$ cat config.mk
export PLATFORM = sky130hd
export DESIGN_NAME = glyph_cell_tracker
export DESIGN_NICKNAME = d
export VERILOG_FILES = /design/src/rtl/glyph_cell_tracker.sv
export SDC_FILE = /design/constraint.sdc
export NUM_CORES = 1
export LEC_CHECK = 0
export BUFFER_PORTS_ARGS = -buffer_cell sky130_fd_sc_hd__buf_2
export CORE_MARGIN = 4
export CORE_UTILIZATION = 37
export CTS_CLUSTER_DIAMETER = 150
export DETAILED_ROUTE_END_ITERATION = 8
export PLACE_DENSITY = 0.66
export SLEW_MARGIN = 30
export SYNTH_ARGS = -nofsm -noshare
export SYNTH_HDL_FRONTEND = slang
export SYNTH_SLANG_ARGS = --single-unit
$ cat constraint.sdc
create_clock -name clk -period 1.57 [get_ports clk]
set_input_delay 0.314 -clock clk [delete_from_list [all_inputs] [get_ports clk]]
set_output_delay 0.314 -clock clk [all_outputs]
set_load 0.05 [all_outputs]
$ cat src/rtl/glyph_cell_tracker.sv
// Purpose : tracks coarse pixel/scanline position and the 3x3 glyph cell it falls in.
// Latency : one cycle; every output is a register updated on the edge that samples the pulse.
// Backpress: none; frame_start/line_end/pix_en are consumed on every edge they are high.
// Optional build: define GLYPH_DIV3_CHECK_EN to enable the divide-by-3 lookup cross-check.
module glyph_cell_tracker #(
    parameter int XSCALE = 5,
    parameter int YSCALE = 4
) (
    input  logic       clk,
    input  logic       reset,
    input  logic       frame_start,
    input  logic       line_end,
    input  logic       pix_en,
    output logic [6:0] px,
    output logic [6:0] py,
    output logic [5:0] col,
    output logic [5:0] row,
    output logic [1:0] sub_x,
    output logic [1:0] sub_y,
    output logic       in_area,
    output logic [6:0] div_in,
    input  logic [5:0] div_q,
    output logic       check_err
);

    localparam logic [3:0] XPRE_MAX  = 4'(XSCALE - 1);
    localparam logic [3:0] YPRE_MAX  = 4'(YSCALE - 1);
    localparam logic [6:0] COORD_MAX = 7'd119;

    logic [3:0] r_xpre, r_ypre;
    logic [6:0] r_px, r_py;
    logic [5:0] r_col, r_row;
    logic [1:0] r_sub_x, r_sub_y;
    logic       r_in_area_x, r_in_area_y, r_in_area;

    logic [3:0] w_xpre_nxt, w_ypre_nxt;
    logic [6:0] w_px_nxt, w_py_nxt;
    logic [5:0] w_col_nxt, w_row_nxt;
    logic [1:0] w_sub_x_nxt, w_sub_y_nxt;
    logic       w_in_area_x_nxt, w_in_area_y_nxt;
    logic       w_ytick;

    // Next-state for both axes; frame_start beats line_end beats pix_en.
    // Quotient/remainder advance together so col/sub_x always equal px/3, px%3.
    always_comb begin
        w_xpre_nxt      = r_xpre;
        w_px_nxt        = r_px;
        w_col_nxt       = r_col;
        w_sub_x_nxt     = r_sub_x;
        w_in_area_x_nxt = r_in_area_x;
        w_ypre_nxt      = r_ypre;
        w_py_nxt        = r_py;
        w_row_nxt       = r_row;
        w_sub_y_nxt     = r_sub_y;
        w_in_area_y_nxt = r_in_area_y;
        w_ytick         = 1'b0;

        if (frame_start) begin
            w_xpre_nxt      = 4'd0;
            w_px_nxt        = 7'd0;
            w_col_nxt       = 6'd0;
            w_sub_x_nxt     = 2'd0;
            w_in_area_x_nxt = 1'b1;
            w_ypre_nxt      = 4'd0;
            w_py_nxt        = 7'd0;
            w_row_nxt       = 6'd0;
            w_sub_y_nxt     = 2'd0;
            w_in_area_y_nxt = 1'b1;
        end else begin
            if (line_end) begin
                w_xpre_nxt      = 4'd0;
                w_px_nxt        = 7'd0;
                w_col_nxt       = 6'd0;
                w_sub_x_nxt     = 2'd0;
                w_in_area_x_nxt = 1'b1;
                w_ytick         = 1'b1;
            end else if (pix_en) begin
                if (r_xpre == XPRE_MAX) begin
                    w_xpre_nxt = 4'd0;
                    if (r_px != COORD_MAX) begin
                        w_px_nxt = r_px + 7'd1;
                        if (r_sub_x == 2'd2) begin
                            w_sub_x_nxt = 2'd0;
                            w_col_nxt   = r_col + 6'd1;
                        end else begin
                            w_sub_x_nxt = r_sub_x + 2'd1;
                        end
                    end else begin
                        // Past the right edge: leave the grid, hold the coordinate.
                        w_in_area_x_nxt = 1'b0;
                    end
                end else begin
                    w_xpre_nxt = r_xpre + 4'd1;
                end
            end

            if (w_ytick) begin
                if (r_ypre == YPRE_MAX) begin
                    w_ypre_nxt = 4'd0;
                    if (r_py != COORD_MAX) begin
                        w_py_nxt = r_py + 7'd1;
                        if (r_sub_y == 2'd2) begin
                            w_sub_y_nxt = 2'd0;
                            w_row_nxt   = r_row + 6'd1;
                        end else begin
                            w_sub_y_nxt = r_sub_y + 2'd1;
                        end
                    end else begin
                        w_in_area_y_nxt = 1'b0;
                    end
                end else begin
                    w_ypre_nxt = r_ypre + 4'd1;
                end
            end
        end
    end

    // Position state; in_area is registered from the next-state flags so it is never combinational.
    always_ff @(posedge clk or posedge reset) begin
        if (reset) begin
            r_xpre      <= 4'd0;
            r_px        <= 7'd0;
            r_col       <= 6'd0;
            r_sub_x     <= 2'd0;
            r_in_area_x <= 1'b1;
            r_ypre      <= 4'd0;
            r_py        <= 7'd0;
            r_row       <= 6'd0;
            r_sub_y     <= 2'd0;
            r_in_area_y <= 1'b1;
            r_in_area   <= 1'b1;
        end else begin
            r_xpre      <= w_xpre_nxt;
            r_px        <= w_px_nxt;
            r_col       <= w_col_nxt;
            r_sub_x     <= w_sub_x_nxt;
            r_in_area_x <= w_in_area_x_nxt;
            r_ypre      <= w_ypre_nxt;
            r_py        <= w_py_nxt;
            r_row       <= w_row_nxt;
            r_sub_y     <= w_sub_y_nxt;
            r_in_area_y <= w_in_area_y_nxt;
            r_in_area   <= w_in_area_x_nxt & w_in_area_y_nxt;
        end
    end

    assign px      = r_px;
    assign py      = r_py;
    assign col     = r_col;
    assign row     = r_row;
    assign sub_x   = r_sub_x;
    assign sub_y   = r_sub_y;
    assign in_area = r_in_area;

`ifdef GLYPH_DIV3_CHECK_EN
    logic r_check_err;

    // Sticky mismatch flag: the external px/3 lookup must agree with the tracked column.
    always_ff @(posedge clk or posedge reset) begin
        if (reset) begin
            r_check_err <= 1'b0;
        end else if (r_in_area && (div_q != r_col)) begin
            r_check_err <= 1'b1;
        end
    end

    assign div_in    = r_px;
    assign check_err = r_check_err;
`else
    logic w_unused_div_q;

    assign w_unused_div_q = ^div_q;
    assign div_in         = 7'd0;
    assign check_err      = 1'b0;
`endif

endmodule

Yosys cells after proc, flatten, opt, wreduce, memory -nomap -nowiden
Index checks and enable logic that the tools add are counted.

Add/subtract/negate cells: 8. Equality and inequality tests: 6. Mux-type cells: 49. Bitwise operators: 1. Reductions and logical operators: 12.

Operators with widths (count): $mux W6 (11); $mux W7 (9); $mux W4 (7); $mux W2 (11); $add A7 B1 Y7 const B (2); $ne A7 B7 Y1 const B (2); $add A6 B1 Y6 const B (2); $reduce_bool A3 Y1 (4); $mux W1 (11); $add A4 B1 Y4 const B (2); $reduce_and A4 Y1 (2); $reduce_bool A2 Y1 (4); $reduce_and A3 Y1 (2); $add A2 B1 Y2 const B (2); $eq A2 B2 Y1 const B (2); $eq A4 B2 Y1 const B (1); $eq A4 B3 Y1 const B (1); $and A1 B1 Y1 (1).

Bits in registers: 41. Output and inout bits: 39. Word-level logic and storage cells: 87.

Depth between registers and ports, before layout
Depth in word-level cells: 7. Mapped depth: 7. Mapped depth without buffers: 6.

Worst setup path before layout
OpenSTA, ideal clock, no wires.

Path type: register to register. Start: register r_py[0] (netlist: py[0]). End: register r_in_area (netlist: in_area). Setup time: 0.088 ns. Data arrival time: 1.912 ns. Path slack: -0.429 ns. Stages on the path, launching flop included: 6. Path through: dfrtp_1 ha_1 nand4b_1 or3b_1 a21o_1 a21boi_1.

Longest elaborated chain between the ends: 6.

Ends and longest elaborated chain: from (decl) (line 31) `logic [6:0] r_px, r_py;`; from (signal assigned) (line 139) `r_py <= w_py_nxt;`; $ne A7 B7 Y1 (line 100) `if (r_py != COORD_MAX) begin`; $mux W1 (line 100); $mux W1 (line 98) `if (r_ypre == YPRE_MAX) begin`; $mux W1 (line 97) `if (w_ytick) begin`; $mux W1 (line 58) `if (frame_start) begin`; via w_in_area_y_nxt (line 40) `logic w_in_area_x_nxt, w_in_area_y_nxt;`; $and A1 B1 Y1 (line 143) `r_in_area <= w_in_area_x_nxt & w_in_area_y_nxt;`; to (signal assigned) (line 143); to (decl) (line 34) `logic r_in_area_x, r_in_area_y, r_in_area;`.

The timed path passes the listed nets, and every way through them passes these cells. A chain may end at the register's enable or synchronous reset.

Worst setup path after layout
Start: register r_xpre[0]. End: register r_col[5] (netlist: col[5]).

Longest elaborated chain between the ends: 3.

Ends and longest elaborated chain: from (decl) (line 30) `logic [3:0] r_xpre, r_ypre;`; from (signal assigned) (line 133) `r_xpre <= w_xpre_nxt;`; $eq A4 B3 Y1 (line 78) `if (r_xpre == XPRE_MAX) begin`; $reduce_bool A3 Y1 (no source line); $reduce_and A4 Y1 (no source line); to (signal assigned) (line 135) `r_col <= w_col_nxt;`; to (decl) (line 32) `logic [5:0] r_col, r_row;`.

Every way passes these cells.

==> results.yml <==
synth:
  ys_seq_area_share_pct: 48.5
  yosys-top-cells-area: "dfrtp_1 45%, xor2_1 6.2%, nor2_1 4.2%"
  synthDistinctLibCells: 37
  syn_avg_cell_area_um2: 10.3
  synth-seq-cells: 41
  synth_edf_count: 0
  synth_warnings: 0
  ys.flop_type: "dfrtp_1"
  synth_top_area_cell: "dfrtp_1"
  synth-async-reset-ratio_pct: 100
  synth_top_area_share_pct: 44.8
  syn_area_um2: 2120
  netlist_instances: 206
outcome:
  status: "finished, violations left"
  violations: "negative setup slack"
global_routing:
  antenna_found_initial: 0
  globalRouteOverflowTotal: 0
  grt_pass1_vias: 1607
  grt_usage_pct: 13.0
  grt_max_degree: 42
  grt_pass1_wl_mm: 7.47
drt:
  detail_route.wl_per_cell_um: 12.4
  route.final.wire_length_mm: 4.23
  ant_nets: 0
  drc: 0
  vias: 1687
  drt-pass1-iter-count: 4
  drt_iter0_markers: 77
  via_per_inst: 4.93
layout:
  syn_to_final_growth_pct: 29.4
  layout_commonest_cell: "buf_2"
  drive_gt1_share_pct: 38.5
  fin_nets: 287
  stdcell_area_um2: 2750
  final_cell_mix: "35 x buf_2, 25 x buf_4, 24 x nor2_1, 24 x dfrtp_1, 16 x nand2_1"
  diodes: 0
  fin_util_pct: 49.6
sta:
  finalSetupViolCount: 15
  fin_skew_ns: 0.00598
  period_minus_slack_ns: 1.68
  finalMaxSlewViolations: 0
  hold_violations: 0
  worst_slack_ns: -0.112
  grt_setup_unrepaired: "yes"
  post-route-period-util_pct: 107
  fmaxAchievable_mhz: 594
  final.setup.tns_ns: -0.495
  fin_hold_ws_ns: 0.0663
die:
  coreArea_um2: 5540
  die_h_um: 83.8
  rows: 27
  die-area_um2: 7010
  initial_core_util_pct: 38.3
  pin_count: 50
  die_x_um: 83.8
hold_path:
  hold_class: "in2async"
placement:
  dpl_cell_area_um2: 2580
  gp_congestion: 0.746
  dp_slack_ns: -0.0882
  port-buffer-count: 35
  dp_hpwl_mm: 3.01
clock_network:
  cts_tree: "built"
  clk_latency_ns: 0.30
  postCtsHoldBufs: 0
  htree_num_levels: 2
  cts.sinks: 41
  cts_made_buffers: 5
  cts_root_buf: "clkbuf_8"
  clk_path_buf_depth: 2
  cts.reportedPaths.clkPinSlew_ns: 0.07
job:
  cap_violations: 0
pwr:
  p_leak_uw: 0.00131
  p_per_area_nw_per_um2: 702
  ir_worst_vdd_mv: 0.321
critical_path:
  critPathArrivalTime_ns: 1.90
  worstSetupStartpointType: "register"
  crit_path_end_kind: "register"
  crit_type: "reg2reg"
  cp.required_ns: 1.79
  worst-path-max-fanout: 6
## power breakdown
group,switching [uW],leakage [uW],internal [uW]
sequential,3.56,0.000537,1060
combinational,108,0.000726,40.5
clock,356,0.0000455,359
## cells in the mapped netlist, types with 2 or more instances
master / instances
o21ai_0: 8
inv_1: 6
o2111ai_1: 2
nor3_1: 2
clkbuf_1: 4
nor2_1: 24
nand2_1: 16
nor2b_1: 2
o211ai_1: 6
dfrtp_1: 38
nand4b_1: 2
xor2_1: 15
buf_4: 10
or3_1: 10
or3b_1: 3
and3_1: 2
a21oi_1: 14
xnor2_1: 2
dfstp_2: 3
nand4_1: 8
ha_1: 7
o2111ai_4: 2
mux2i_1: 6
## per-stage QoR
step | instances | total power (uW)
after floorplan | 213 | 1200
final | 342 | 1930
after CTS | 339 | 1960
after detailed placement | 330 | 1230
after global placement | 330 | 1230
after global routing | 342 | 2020
## repair_timing
| item | 4_1_cts | 5_1_grt |
|---|---|---|
| setup endpoints to repair | 13 | 25 |
| gates resized for setup | 5 | 7 |
| cloned | 0 | 0 |
| pin swaps | 9 | 2 |
| buffers inserted | 1 | 3 |
## sequential cells by signal, indices dropped and copies added (netlist names)
register and flops:
r_ypre 4, row 6, py 7, r_xpre 4, in_area 1, sub_y 2
px 7, r_in_area_x 1, col 6, sub_x 2, r_in_area_y 1
## worst paths after layout
check                                      start                    end  slack, ns  depth (start not counted)
min                                        reset  r_xpre[0]$_DFFE_PP0N_       0.07                          3
max                        r_xpre[0]$_DFFE_PP0N_     col[5]$_DFFE_PP0P_      -0.11                          6
max reg2reg                r_xpre[0]$_DFFE_PP0N_     col[5]$_DFFE_PP0P_      -0.11                          6
min in group clk                     frame_start  r_in_area_y$_DFF_PP1_       0.30                          2
min reg2reg                r_in_area_x$_DFF_PP1_  r_in_area_x$_DFF_PP1_       0.48                          2
max in group asynchronous                  reset      in_area$_DFF_PP1_       1.25                          3
## layer usage
| metal | track usage (%) | vias to the layer above | wire (um) |
|---|---|---|---|
| met3 | 2.96 | 6 | 165 |
| met2 | 20.8 | 30 | 2030 |
| li1 | - | 831 | - |
| met5 | 0 | - | 0 |
| met1 | 16.7 | 820 | 1940 |
| met4 | 6.14 | 0 | 93 |
## critical path, stage by stage (launching register included)
cell       delay [ns]
dfrtp_1          0.38
inv_1            0.06
ha_1             0.15
and4b_2          0.34
o2111ai_4        0.16
or3_1            0.39
a21oi_2          0.12
## cells by family (layout without fill, tap and decap cells)
logic type                 after synthesis  count (layout)  synth area share [%]
and+or+nand+nor                         75              75                  18.9
DFF                                     41              41                  48.5
AOI/OAI and AO/OA                       38              38                  12.7
buffers and inverters                   21              78                  5.83
xor gates and xnor gates                17              17                  7.01
adders and majority gates                7               7                  4.12
muxes                                    6               6                  2.83
other                                    1               8                 0.177
## area by class of cell
class	instances	area (um2)
Sequential cell	41	1050
Multi-Input combinational cell	151	1080
Fill cell	538	2790
Inverter	6	22.5
Timing Repair Buffer	64	417
Clock buffer	8	90.1
Tap cell	72	90.1
Note: power is estimated with default switching activity, not from simulation.
